<file path="src/rtl/lsu_stage_pkg.sv">
// Shared types for the memory stage.
//   Uop    : exception code and register index shared by the pipeline stages.
//   LsuPkg : access size, packed memOp layout, FSM state encoding and a
//            size-to-bytes helper.
package Uop;
    typedef enum logic [1:0] {
        EX_NONE      = 2'd0,
        EX_DECODE    = 2'd1,
        EX_MEM_ALIGN = 2'd2,
        EX_MEM_MISS  = 2'd3
    } ex_t;

    typedef logic [4:0] reg_t;
endpackage

package LsuPkg;
    typedef enum logic [2:0] {
        MEM_OP_SZ_B = 3'd0,
        MEM_OP_SZ_H = 3'd1,
        MEM_OP_SZ_W = 3'd2,
        MEM_OP_SZ_D = 3'd3
    } mem_op_sz_t;

    // {en, isSt, signExtend, sz[2:0]}
    typedef struct packed {
        logic       en;
        logic       isSt;
        logic       signExtend;
        mem_op_sz_t sz;
    } lsu_mem_op_t;

    typedef enum logic [1:0] {
        LSU_IDLE = 2'd0,
        LSU_REQ  = 2'd1,
        LSU_WAIT = 2'd2
    } lsu_state_t;

    // Only meaningful for B/H/W/D; larger codes are rejected as decode errors.
    function automatic int unsigned sz_bytes(input mem_op_sz_t sz);
        return 32'd1 << sz[1:0];
    endfunction
endpackage

</file>
<file path="src/rtl/lsu_stage_lane.sv">
// lsu_lane: combinational lane logic for one XLEN-wide data bus word.
//   i_off/i_sz/i_signExt : byte offset in the word, access size, sign-extend
//   i_rdata -> o_ldVal   : addressed lane extracted and extended to XLEN
//   i_stData -> o_wdata  : low size bytes replicated across every lane
//   o_be                 : byte enables covering exactly the addressed bytes
module lsu_lane
    import LsuPkg::*;
#(
    parameter int XLEN = 32
) (
    input  logic [$clog2(XLEN/8)-1:0] i_off,
    input  logic [2:0]                i_sz,
    input  logic                      i_signExt,
    input  logic [XLEN-1:0]           i_stData,
    input  logic [XLEN-1:0]           i_rdata,
    output logic [XLEN-1:0]           o_ldVal,
    output logic [XLEN-1:0]           o_wdata,
    output logic [XLEN/8-1:0]         o_be
);
    localparam int NB = XLEN / 8;

    logic [XLEN-1:0] w_sh;
    logic [XLEN-1:0] w_mask;
    logic            w_msb;
    int              w_nb;

    always_comb begin
        w_sh = i_rdata >> {i_off, 3'b000};
        w_nb = 1 << i_sz[1:0];
        case (mem_op_sz_t'(i_sz))
            MEM_OP_SZ_B: begin w_mask = XLEN'(8'hFF);         w_msb = w_sh[7];      end
            MEM_OP_SZ_H: begin w_mask = XLEN'(16'hFFFF);      w_msb = w_sh[15];     end
            MEM_OP_SZ_W: begin w_mask = XLEN'(32'hFFFF_FFFF); w_msb = w_sh[31];     end
            default:     begin w_mask = '1;                   w_msb = w_sh[XLEN-1]; end
        endcase
        o_ldVal = w_sh & w_mask;
        if (i_signExt && w_msb) o_ldVal = o_ldVal | ~w_mask;
        o_wdata = '0;
        o_be    = '0;
        for (int i = 0; i < NB; i++) begin
            // size is a power of two, so the source byte index wraps with a mask
            o_wdata[i*8 +: 8] = i_stData[(i & (w_nb - 1))*8 +: 8];
            o_be[i]           = (i >= int'(i_off)) && (i < int'(i_off) + w_nb);
        end
    end
endmodule

</file>
<file path="src/rtl/lsu_stage.sv">
// lsu_stage: memory stage between execute and writeback.
//   in*   : execute uop (valid/ready, ex, rd, effective address, store data, memOp)
//   out*  : result to writeback (valid/ready, ex, rd, value)
//   bus*  : single-outstanding data bus (req/gnt, then rvalid/rdata/err)
// Optional LSU_PERF_CNT_EN adds perfLoads, perfStores, perfStallCycles.
module lsu_stage
    import Uop::*;
    import LsuPkg::*;
#(
    parameter int XLEN    = 32,
    parameter int TIMEOUT = 15
) (
    input  logic              clk,
    input  logic              rstN,
    input  logic              inValid,
    output logic              inReady,
    input  logic [1:0]        inEx,
    input  logic [4:0]        inRd,
    input  logic [XLEN-1:0]   inAddr,
    input  logic [XLEN-1:0]   inStVal,
    input  logic [5:0]        inMemOp,
    output logic              outValid,
    input  logic              outReady,
    output logic [1:0]        outEx,
    output logic [4:0]        outRd,
    output logic [XLEN-1:0]   outVal,
    output logic              busReq,
    output logic              busWe,
    output logic [XLEN-1:0]   busAddr,
    output logic [XLEN-1:0]   busWdata,
    output logic [XLEN/8-1:0] busBe,
    input  logic              busGnt,
    input  logic              busRvalid,
    input  logic [XLEN-1:0]   busRdata,
    input  logic              busErr
`ifdef LSU_PERF_CNT_EN
    ,
    output logic [31:0]       perfLoads,
    output logic [31:0]       perfStores,
    output logic [31:0]       perfStallCycles
`endif
);
    localparam int NB   = XLEN / 8;
    localparam int OFFW = $clog2(NB);
    localparam int CW   = $clog2(TIMEOUT + 1);
    localparam logic [CW-1:0] TMO_LAST = CW'(TIMEOUT - 1);

    lsu_state_t      r_state, w_next;
    lsu_mem_op_t     w_op;
    logic            w_inReady, w_busReq, w_accept, w_pass, w_decErr, w_misalign, w_start, w_tmo;
    logic [OFFW-1:0] w_szMask;
    logic [CW-1:0]   r_cnt;

    logic            r_outValid;
    logic [1:0]      r_outEx;
    reg_t            r_outRd;
    logic [XLEN-1:0] r_outVal;
    logic            r_busWe;
    logic [XLEN-1:0] r_busAddr, r_busWdata;
    logic [NB-1:0]   r_busBe;

    reg_t            r_rd;
    logic            r_isSt, r_sign;
    logic [2:0]      r_sz;
    logic [OFFW-1:0] r_off;

    logic [OFFW-1:0] w_lOff;
    logic [2:0]      w_lSz;
    logic            w_lSign;
    logic [XLEN-1:0] w_ldVal, w_wdata;
    logic [NB-1:0]   w_be;

    assign w_op       = lsu_mem_op_t'(inMemOp);
    assign w_szMask   = OFFW'(sz_bytes(w_op.sz) - 1);
    assign w_pass     = (inEx != EX_NONE) || !w_op.en;
    assign w_decErr   = (w_op.sz > MEM_OP_SZ_D) || ((w_op.sz == MEM_OP_SZ_D) && (XLEN == 32));
    assign w_misalign = |(inAddr[OFFW-1:0] & w_szMask);
    assign w_accept   = inValid && w_inReady;
    assign w_start    = w_accept && !w_pass && !w_decErr && !w_misalign;
    // rvalid wins over the timeout on the last WAIT cycle
    assign w_tmo      = (r_state == LSU_WAIT) && !busRvalid && (r_cnt == TMO_LAST);

    // The lane decodes the incoming uop while idle (store data, byte enables)
    // and the captured access while waiting (load extraction).
    assign w_lOff  = (r_state == LSU_IDLE) ? inAddr[OFFW-1:0] : r_off;
    assign w_lSz   = (r_state == LSU_IDLE) ? w_op.sz          : r_sz;
    assign w_lSign = (r_state == LSU_IDLE) ? w_op.signExtend  : r_sign;

    lsu_lane #(.XLEN(XLEN)) u_lane (
        .i_off     (w_lOff),
        .i_sz      (w_lSz),
        .i_signExt (w_lSign),
        .i_stData  (inStVal),
        .i_rdata   (busRdata),
        .o_ldVal   (w_ldVal),
        .o_wdata   (w_wdata),
        .o_be      (w_be)
    );

    always_ff @(posedge clk or negedge rstN) begin
        if (!rstN) r_state <= LSU_IDLE;
        else       r_state <= w_next;
    end

    always_comb begin
        w_next = r_state;
        case (r_state)
            LSU_IDLE: if (w_start)             w_next = LSU_REQ;
            LSU_REQ:  if (busGnt)              w_next = LSU_WAIT;
            LSU_WAIT: if (busRvalid || w_tmo)  w_next = LSU_IDLE;
            default:                           w_next = LSU_IDLE;
        endcase
    end

    always_comb begin
        w_inReady = (r_state == LSU_IDLE) && (!r_outValid || outReady);
        w_busReq  = (r_state == LSU_REQ);
    end

    always_ff @(posedge clk or negedge rstN) begin
        if (!rstN) begin
            r_outValid <= 1'b0;
            r_outEx    <= EX_NONE;
            r_outRd    <= '0;
            r_outVal   <= '0;
            r_busWe    <= 1'b0;
            r_busAddr  <= '0;
            r_busWdata <= '0;
            r_busBe    <= '0;
            r_cnt      <= '0;
            r_rd       <= '0;
            r_isSt     <= 1'b0;
            r_sign     <= 1'b0;
            r_sz       <= '0;
            r_off      <= '0;
        end else begin
            if (r_outValid && outReady) r_outValid <= 1'b0;
            if (w_accept) begin
                if (w_pass || w_decErr || w_misalign) begin
                    r_outValid <= 1'b1;
                    r_outRd    <= inRd;
                    r_outEx    <= w_pass ? inEx : (w_decErr ? EX_DECODE : EX_MEM_ALIGN);
                    r_outVal   <= w_pass ? inAddr : '0;
                end else begin
                    r_busAddr  <= {inAddr[XLEN-1:OFFW], {OFFW{1'b0}}};
                    r_busWe    <= w_op.isSt;
                    r_busBe    <= w_be;
                    r_busWdata <= w_wdata;
                    r_rd       <= inRd;
                    r_isSt     <= w_op.isSt;
                    r_sign     <= w_op.signExtend;
                    r_sz       <= w_op.sz;
                    r_off      <= inAddr[OFFW-1:0];
                end
            end
            if (r_state == LSU_REQ && busGnt) r_cnt <= '0;
            if (r_state == LSU_WAIT) begin
                if (busRvalid) begin
                    r_outValid <= 1'b1;
                    r_outRd    <= r_rd;
                    r_outEx    <= busErr ? EX_MEM_MISS : EX_NONE;
                    r_outVal   <= (busErr || r_isSt) ? '0 : w_ldVal;
                end else begin
                    r_cnt <= r_cnt + 1'b1;
                    if (w_tmo) begin
                        r_outValid <= 1'b1;
                        r_outRd    <= r_rd;
                        r_outEx    <= EX_MEM_MISS;
                        r_outVal   <= '0;
                    end
                end
            end
        end
    end

    assign inReady  = w_inReady;
    assign outValid = r_outValid;
    assign outEx    = r_outEx;
    assign outRd    = r_outRd;
    assign outVal   = r_outVal;
    assign busReq   = w_busReq;
    assign busWe    = r_busWe;
    assign busAddr  = r_busAddr;
    assign busWdata = r_busWdata;
    assign busBe    = r_busBe;

`ifdef LSU_PERF_CNT_EN
    logic [31:0] r_perfLd, r_perfSt, r_perfStall;

    // Faulted accesses (decode/alignment) complete at accept; bus accesses
    // complete on response or timeout. Upstream exceptions are not accesses.
    always_ff @(posedge clk or negedge rstN) begin
        if (!rstN) begin
            r_perfLd    <= '0;
            r_perfSt    <= '0;
            r_perfStall <= '0;
        end else begin
            if (w_accept && !w_pass && (w_decErr || w_misalign)) begin
                if (w_op.isSt) r_perfSt <= r_perfSt + 32'd1;
                else           r_perfLd <= r_perfLd + 32'd1;
            end else if (r_state == LSU_WAIT && (busRvalid || w_tmo)) begin
                if (r_isSt) r_perfSt <= r_perfSt + 32'd1;
                else        r_perfLd <= r_perfLd + 32'd1;
            end
            if (r_state != LSU_IDLE) r_perfStall <= r_perfStall + 32'd1;
        end
    end

    assign perfLoads       = r_perfLd;
    assign perfStores      = r_perfSt;
    assign perfStallCycles = r_perfStall;
`endif
endmodule
</file>
<file path="config.mk">
export PLATFORM = sky130hd
export DESIGN_NAME = lsu_stage
export DESIGN_NICKNAME = d
export VERILOG_FILES = /design/src/rtl/lsu_stage_pkg.sv /design/src/rtl/lsu_stage_lane.sv /design/src/rtl/lsu_stage.sv
export SDC_FILE = /design/constraint.sdc
export NUM_CORES = 1
export LEC_CHECK = 0
export ABC_AREA = 1
export BUFFER_PORTS_ARGS = -buffer_cell sky130_fd_sc_hd__buf_4
export CAP_MARGIN = 20
export CORE_AREA = 2 2 132 134
export CTS_CLUSTER_SIZE = 10
export DETAILED_ROUTE_END_ITERATION = 7
export DIE_AREA = 0 0 134 136
export GPL_ROUTABILITY_DRIVEN = 0
export PLACE_DENSITY = 0.69
export SLEW_MARGIN = 25
export SYNTH_ARGS = -nofsm -noshare
export SYNTH_HDL_FRONTEND = slang
export SYNTH_HIERARCHICAL = 1
export SYNTH_SLANG_ARGS = --single-unit
</file>
<file path="constraint.sdc">
create_clock -name clk -period 3.6 [get_ports clk]
set_input_delay 0.72 -clock clk [delete_from_list [all_inputs] [get_ports clk]]
set_output_delay 0.72 -clock clk [all_outputs]
set_load 0.01 [all_outputs]
</file>
Yosys cells after proc, flatten, opt, wreduce, memory -nomap -nowiden

Cells that the tools add are included.

Output and inout port bits: 111
Input port bits: 116
Word-level logic and storage cells: 116
Register bits after elaboration: 124

Bitwise logic cells: 5
Shifts and indexed selects: 6
Equality and inequality tests: 8
Mux-type cells: 39
Add/sub/neg operators: 4
Order comparisons: 8
Reduce and logical (&&, ||, !) cells: 32

Operators by type and width:

| operator                                                              | number |
|---|---|
| 32-bit two-way mux                                                    | 8 |
| 3-bit by 32-bit < comparator with 1-bit output (first input constant) | 2 |
| 32-bit case mux with 2 select lines                                   | 1 |
| 32-bit by 6-bit variable part select with 8-bit output                | 2 |
| 3-bit by 32-bit adder with 32-bit output                              | 1 |
| 32-bit AND                                                            | 1 |
| 1-bit by 32-bit < comparator with 1-bit output (first input constant) | 1 |
| 2-bit by 32-bit < comparator with 1-bit output (first input constant) | 1 |
| 32-bit inverter                                                       | 1 |
| 32-bit OR                                                             | 1 |
| 32-bit by 5-bit variable part select with 8-bit output                | 1 |
| 1-bit by 2-bit << shifter with 32-bit output (first input constant)   | 1 |
| 32-bit by 5-bit >> shifter with 32-bit output                         | 1 |
| 5-bit two-way mux                                                     | 5 |
| 2-bit two-way mux                                                     | 12 |
| 1-bit logical AND                                                     | 13 |
| 4-bit two-way mux                                                     | 3 |
| 1-bit logical OR                                                      | 7 |
| 1-bit two-way mux                                                     | 7 |
| 1-bit logical NOT                                                     | 6 |
| 2-bit case mux with 3 select lines                                    | 1 |
| 4-bit by 1-bit adder with 4-bit output (second input constant)        | 1 |
| 4-bit equality test (second input constant)                           | 1 |
| 1-bit by 2-bit >= comparator with 1-bit output (first input constant) | 2 |
| other kinds (21)                                                      | 22 |

Longest topological paths before layout

Depth in word-level cells: 10
Mapped depth: 19
Gate-level depth less buffers: 17

Cells and area by module

Netlist, hierarchy kept.

By module, submodules not included:

| module    | seq. area each (sq um) | area an instance (sq um) | times used | cells an instance |
|---|---|---|---|---|
| lsu_stage | 3103.0                 | 5607.9                   | 1          | 699 |
| lsu_lane  | 0.0                    | 1189.9                   | 1          | 247 |

Worst setup path before layout

OpenSTA, ideal clock, no wires.

Path kind: register -> register
From: reg r_state[0]
To: reg r_busBe[0], in the netlist busBe[0]
Slack: 0.799 ns
Period minus slack after synthesis: 2.801 ns
Buffers on the path: 2
Library setup time: 0.076 ns
Data required time: 3.524 ns
Arrival: 2.725 ns
Stages on the path, launching flop included: 17
Cells stage by stage: dfrtp_1 -> nor2_4 -> buf_1 -> nor2_1 -> a21oi_1 -> inv_2 -> nand2_2 -> buf_2 -> inv_2 -> ha_1 -> inv_1 -> fa_1 -> inv_1 -> nor2_1 -> a21oi_1 -> inv_1 -> o21ai_1

Cells in the longest elaborated chain, start to end: 6
Elaborated cells on any way between the ends: 11
Classes of those cells: add/sub (1); order compare (2); shift (1); mux (2); reduce/logical (5)

RTL lines:

| element                                        | RTL line             | RTL |
|---|---|---|
| start: declaration                             | lsu_stage.sv:48      | `lsu_state_t r_state, w_next;` |
| start signal: assignment                       | lsu_stage.sv:102     | `else r_state <= w_next;` |
| 2-bit logical NOT                              | lsu_stage.sv:86      | `assign w_lSz = (r_state == LSU_IDLE) ? w_op.sz : r_sz;` |
| 3-bit two-way mux                              | lsu_stage.sv:86      |  |
| via w_lSz[1]                                   | lsu_stage.sv:68      | `logic [2:0] w_lSz;` |
| 1-bit by 2-bit << shifter with 32-bit output   | lsu_stage_lane.sv:29 | `w_nb = 1 << i_sz[1:0];` |
| 3-bit by 32-bit adder with 32-bit output       | lsu_stage_lane.sv:43 | `o_be[i] = (i >= int'(i_off)) && (i < int'(i_off) + w_nb);` |
| 1-bit by 32-bit < comparator with 1-bit output | lsu_stage_lane.sv:43 |  |
| 1-bit logical AND                              | lsu_stage_lane.sv:43 |  |
| via w_be[0]                                    | lsu_stage.sv:71      | `logic [NB-1:0] w_be;` |
| end signal: assignment                         | lsu_stage.sv:147     | `r_busBe <= w_be;` |
| end: declaration                               | lsu_stage.sv:60      | `logic [NB-1:0] r_busBe;` |

The timed path passes the listed nets, and every way through them passes these cells.
A chain may end at the register's enable or synchronous reset.

Worst setup path in the final report

From: reg r_state[1]
To: reg r_busBe[2], in the netlist busBe[2]

Cells in the longest elaborated chain, start to end: 6
Elaborated cells on any way between the ends: 11
Classes of those cells: add/sub (1); order compare (2); shift (1); mux (2); reduce/logical (5)

RTL lines:

| element                                        | RTL line |
|---|---|
| 2-bit logical NOT                              | lsu_stage.sv:86 |
| 3-bit two-way mux                              | lsu_stage.sv:86 |
| via w_lSz[1]                                   | lsu_stage.sv:68 |
| 1-bit by 2-bit << shifter with 32-bit output   | lsu_stage_lane.sv:29 |
| 3-bit by 32-bit adder with 32-bit output       | lsu_stage_lane.sv:43 |
| 3-bit by 32-bit < comparator with 1-bit output | lsu_stage_lane.sv:43 |
| 1-bit logical AND                              | lsu_stage_lane.sv:43 |
| via w_be[2]                                    | lsu_stage.sv:71 |

The timed path passes the listed nets, and every way through them passes these cells.

==> results.cfg <==
[yosys]
synth_flop_cell = sky130_fd_sc_hd__dfrtp_1
syn_inst = 946
post-synth-top-area-fraction_pct = 45.65
synth_top_area_cell = sky130_fd_sc_hd__dfrtp_1
syn-cell-area_mm2 = 0.006798
ys_ff_latch = 124
postSynth.asyncResetShare_pct = 100.0
postSynthAreaPerCell_um2 = 7.186
synth-edff-count = 0
synthDistinctLibCells = 33
ys_top_cells_by_area = sky130_fd_sc_hd__dfrtp_1 46%, sky130_fd_sc_hd__nand2_1 23%, sky130_fd_sc_hd__inv_1 6.5%
synth.yosys.warnings = 6
synth_seq_area_share_pct = 45.65

[timing]
timing.fmax_mhz = 347.6
setup-violations-final = 0
slew_violations = 0
final_critical_path_setup_slack_ns = 0.7228
rsz_0062_raised_after_global_routing = no
final_min_period_over_clock_period_pct = 79.92
final.min_clock_period_ns = 2.877
transition_time_at_the_pin_with_the_least_slew_margin_ns = 0.9038
slew-limit-headroom_pct = 39.75
timing.final.hold_violations = 0
fin_setup_tns_ns = 0
timing.clock.skew_ns = 0.007351

[clock_network]
clock_sinks = 124
cts.clk_slew.worst_paths_ns = 0.06
post_cts_resize_count = 0
clkLatencyLatePin_ns = 0.42
postCtsSetupRepairBufs = 0
h-tree-depth = 4
clk_path_buf_depth = 2
cts_made_buffers = 17
cts_hold_repair.buffers = 0
clock-root-buffer = sky130_fd_sc_hd__clkbuf_16
cts_tree = built

[finish]
num_antenna_cells = 0
area_delta_synth_final_pct = 34.46
finish.net_count = 1264
fraction_of_final_layout_cells_with_drive_strength_greater_than_1_pct = 25.52
postLayoutCellArea_mm2 = 0.009140
finalCoreUtilization_pct = 54.16

[detailed_routing]
drt_iter0_drc = 530
dr.pass1.iters = 6
detail_route.vias_per_cell = 4.684
route.detailed.drc = 0
remaining_antenna_violation_count = 0
wl_per_cell_um = 14.41
dr_total_vias = 6469
detail_route.wirelength_mm = 19.90

[setup_path]
cp_max_fo = 17
critPathRequiredTime_ns = 3.88
critical_path.cell_chain = nor2_4 > a21oi_2 > inv_2 > nand2_2 > inv_2 > ha_1 > inv_1 > fa_1 > a21oi_1 > nand2_1 > nand2_1 > inv_2 > a21oi_1 > a21oi_1 > inv_1 > o21ai_1
cp.arrival_ns = 3.16
cp-end-kind = register
critPathMaxStageDelay_ns = 0.44
critPathSlowestCell = sky130_fd_sc_hd__dfrtp_1
worst_setup_path_start_kind = register
critPathKind = reg2reg

[grt]
grtUsageTotal_pct = 22.23
globalRouteOverflowTotal = 0
antenna_found_initial = 0
grt_pass1_wl_mm = 31.62
largest_net_degree_at_the_start_of_global_routing = 115
first_global_vias = 6097

[floorplanning]
num_io_pins = 227
die_area_mm2 = 0.01822
die_h_um = 136
die-width_um = 134
floorplan.initialDensity_pct = 40.28
core-area_mm2 = 0.01688
fp-row-count = 48

[placed_design]
post_dp_cell_area_mm2 = 0.008498
place_hpwl_mm = 14.54
dp_worst_setup_slack_ns = 0.6111
io_buffer_count = 224

[power_and_ir_drop]
leakage_uw = 0.005271
vdd_ir_drop_max_uv = 343.3
post-layout-total-power_uw = 4889
pwr_cell_area_mw_per_mm2 = 534.9

[min_path]
type_of_the_most_critical_hold_path = in2async

[outcome]
status = finished clean

[run]
timing.max_cap.violations = 0
## routing by layer
| layer | GRT usage [%] | up-vias | wire [um] |
|---|---|---|---|
| li1 | - | 3297 | - |
| met1 | 30.45 | 2915 | 8872 |
| met2 | 33.90 | 209 | 9078 |
| met3 | 4.959 | 48 | 1227 |
| met4 | 9.634 | 0 | 717 |
| met5 | 0 | - | 0 |
## state kept, by name, indices dropped and copies added, names as in the netlist
name      count
busWdata     32
outVal       32
busAddr      30
outRd         5
r_rd          5
busBe         4
r_cnt         4
r_sz          3
outEx         2
r_off         2
r_state       2
outValid      1
r_isSt        1
r_sign        1
## metrics by stage
step           std cells  hold slack, ns
6_report            1381          0.3146
5_1_grt             1381          0.4242
4_1_cts             1381          0.4164
3_5_place_dp        1349          0.4533
3_3_place_gp        1349          0.4521
2_1_floorplan        947          0.4244
## report_power, final
part           leakage [uW]  switching (uW)  internal (uW)  total (uW)
combinational       0.00335             661            575        1240
sequential          0.00161             148           1650        1800
clock              0.000310             657           1200        1860
total               0.00527            1470           3420        4890
## cell usage after synthesis (3+ instances only)
cell type,number
sky130_fd_sc_hd__nand3_1,51
sky130_fd_sc_hd__nand3_2,3
sky130_fd_sc_hd__buf_6,8
sky130_fd_sc_hd__a21oi_1,11
sky130_fd_sc_hd__a31oi_1,3
sky130_fd_sc_hd__ha_1,4
sky130_fd_sc_hd__nor2_1,16
sky130_fd_sc_hd__buf_2,16
sky130_fd_sc_hd__o211ai_1,7
sky130_fd_sc_hd__dfrtp_1,124
sky130_fd_sc_hd__nor2_4,3
sky130_fd_sc_hd__o21ai_1,81
sky130_fd_sc_hd__clkbuf_1,9
sky130_fd_sc_hd__inv_2,8
sky130_fd_sc_hd__nand2_1,411
sky130_fd_sc_hd__o21ai_0,31
sky130_fd_sc_hd__nor2_2,5
sky130_fd_sc_hd__inv_1,117
sky130_fd_sc_hd__buf_4,22
## kinds of logic after synthesis
family | after synthesis | share of synthesized area [%]
AO/OA/AOI/OAI | 136 | 10.55
AND/OR/NAND/NOR | 497 | 30.19
buffers and inverters | 183 | 12.53
flip-flops | 124 | 45.65
other | 1 | 0.05517
adder cells (fa/ha/maj) | 5 | 1.031
## path summary, 6_finish.rpt
check                           start            to  slack, ns  cells after the start
max in group asynchronous        rstN    outVal[24]       2.59                      1
hold / removal                   rstN  busWdata[22]       0.31                      1
setup reg to reg           r_state[1]      busBe[2]       0.72                     16
min in group clk              r_sz[2]       r_sz[2]       0.47                      2
setup / recovery           r_state[1]      busBe[2]       0.72                     16
hold reg to reg               r_sz[2]       r_sz[2]       0.47                      2
## layout make-up
type,instances,area [um2]
Clock inverter,13,188.9
Sequential cell,124,3103
Multi-Input combinational cell,640,2861
Clock buffer,19,452.9
Tap cell,225,281.5
Fill cell,1647,7736
Inverter,126,475.5
Timing Repair Buffer,234,1777
## critical path, delay by kind of cell, from the launching register on
family,cells,cell delay [ns]
flip-flops,1,0.44
AO/OA/AOI/OAI,5,0.46
AND/OR/NAND/NOR,4,0.75
buffers and inverters,5,0.54
adder cells (fa/ha/maj),2,0.55
## layout by cell type (no fill, tap or decap), drive strengths merged
| cell | instances |
|---|---|
| a31oi | 3 |
| fa | 1 |
| inv | 128 |
| clkinvlp | 2 |
| nand3 | 55 |
| o21ai | 112 |
| o211ai | 7 |
| buf | 234 |
| o22ai | 1 |
| o31ai | 1 |
| a21oi | 12 |
| nor3 | 3 |
| bufinv | 4 |
| conb | 2 |
| nand4 | 1 |
| ha | 4 |
| dfrtp | 124 |
| nand2 | 413 |
| nor2 | 25 |
| clkinv | 5 |
| clkbuf | 19 |
Note: power is estimated with default switching activity, not from simulation.
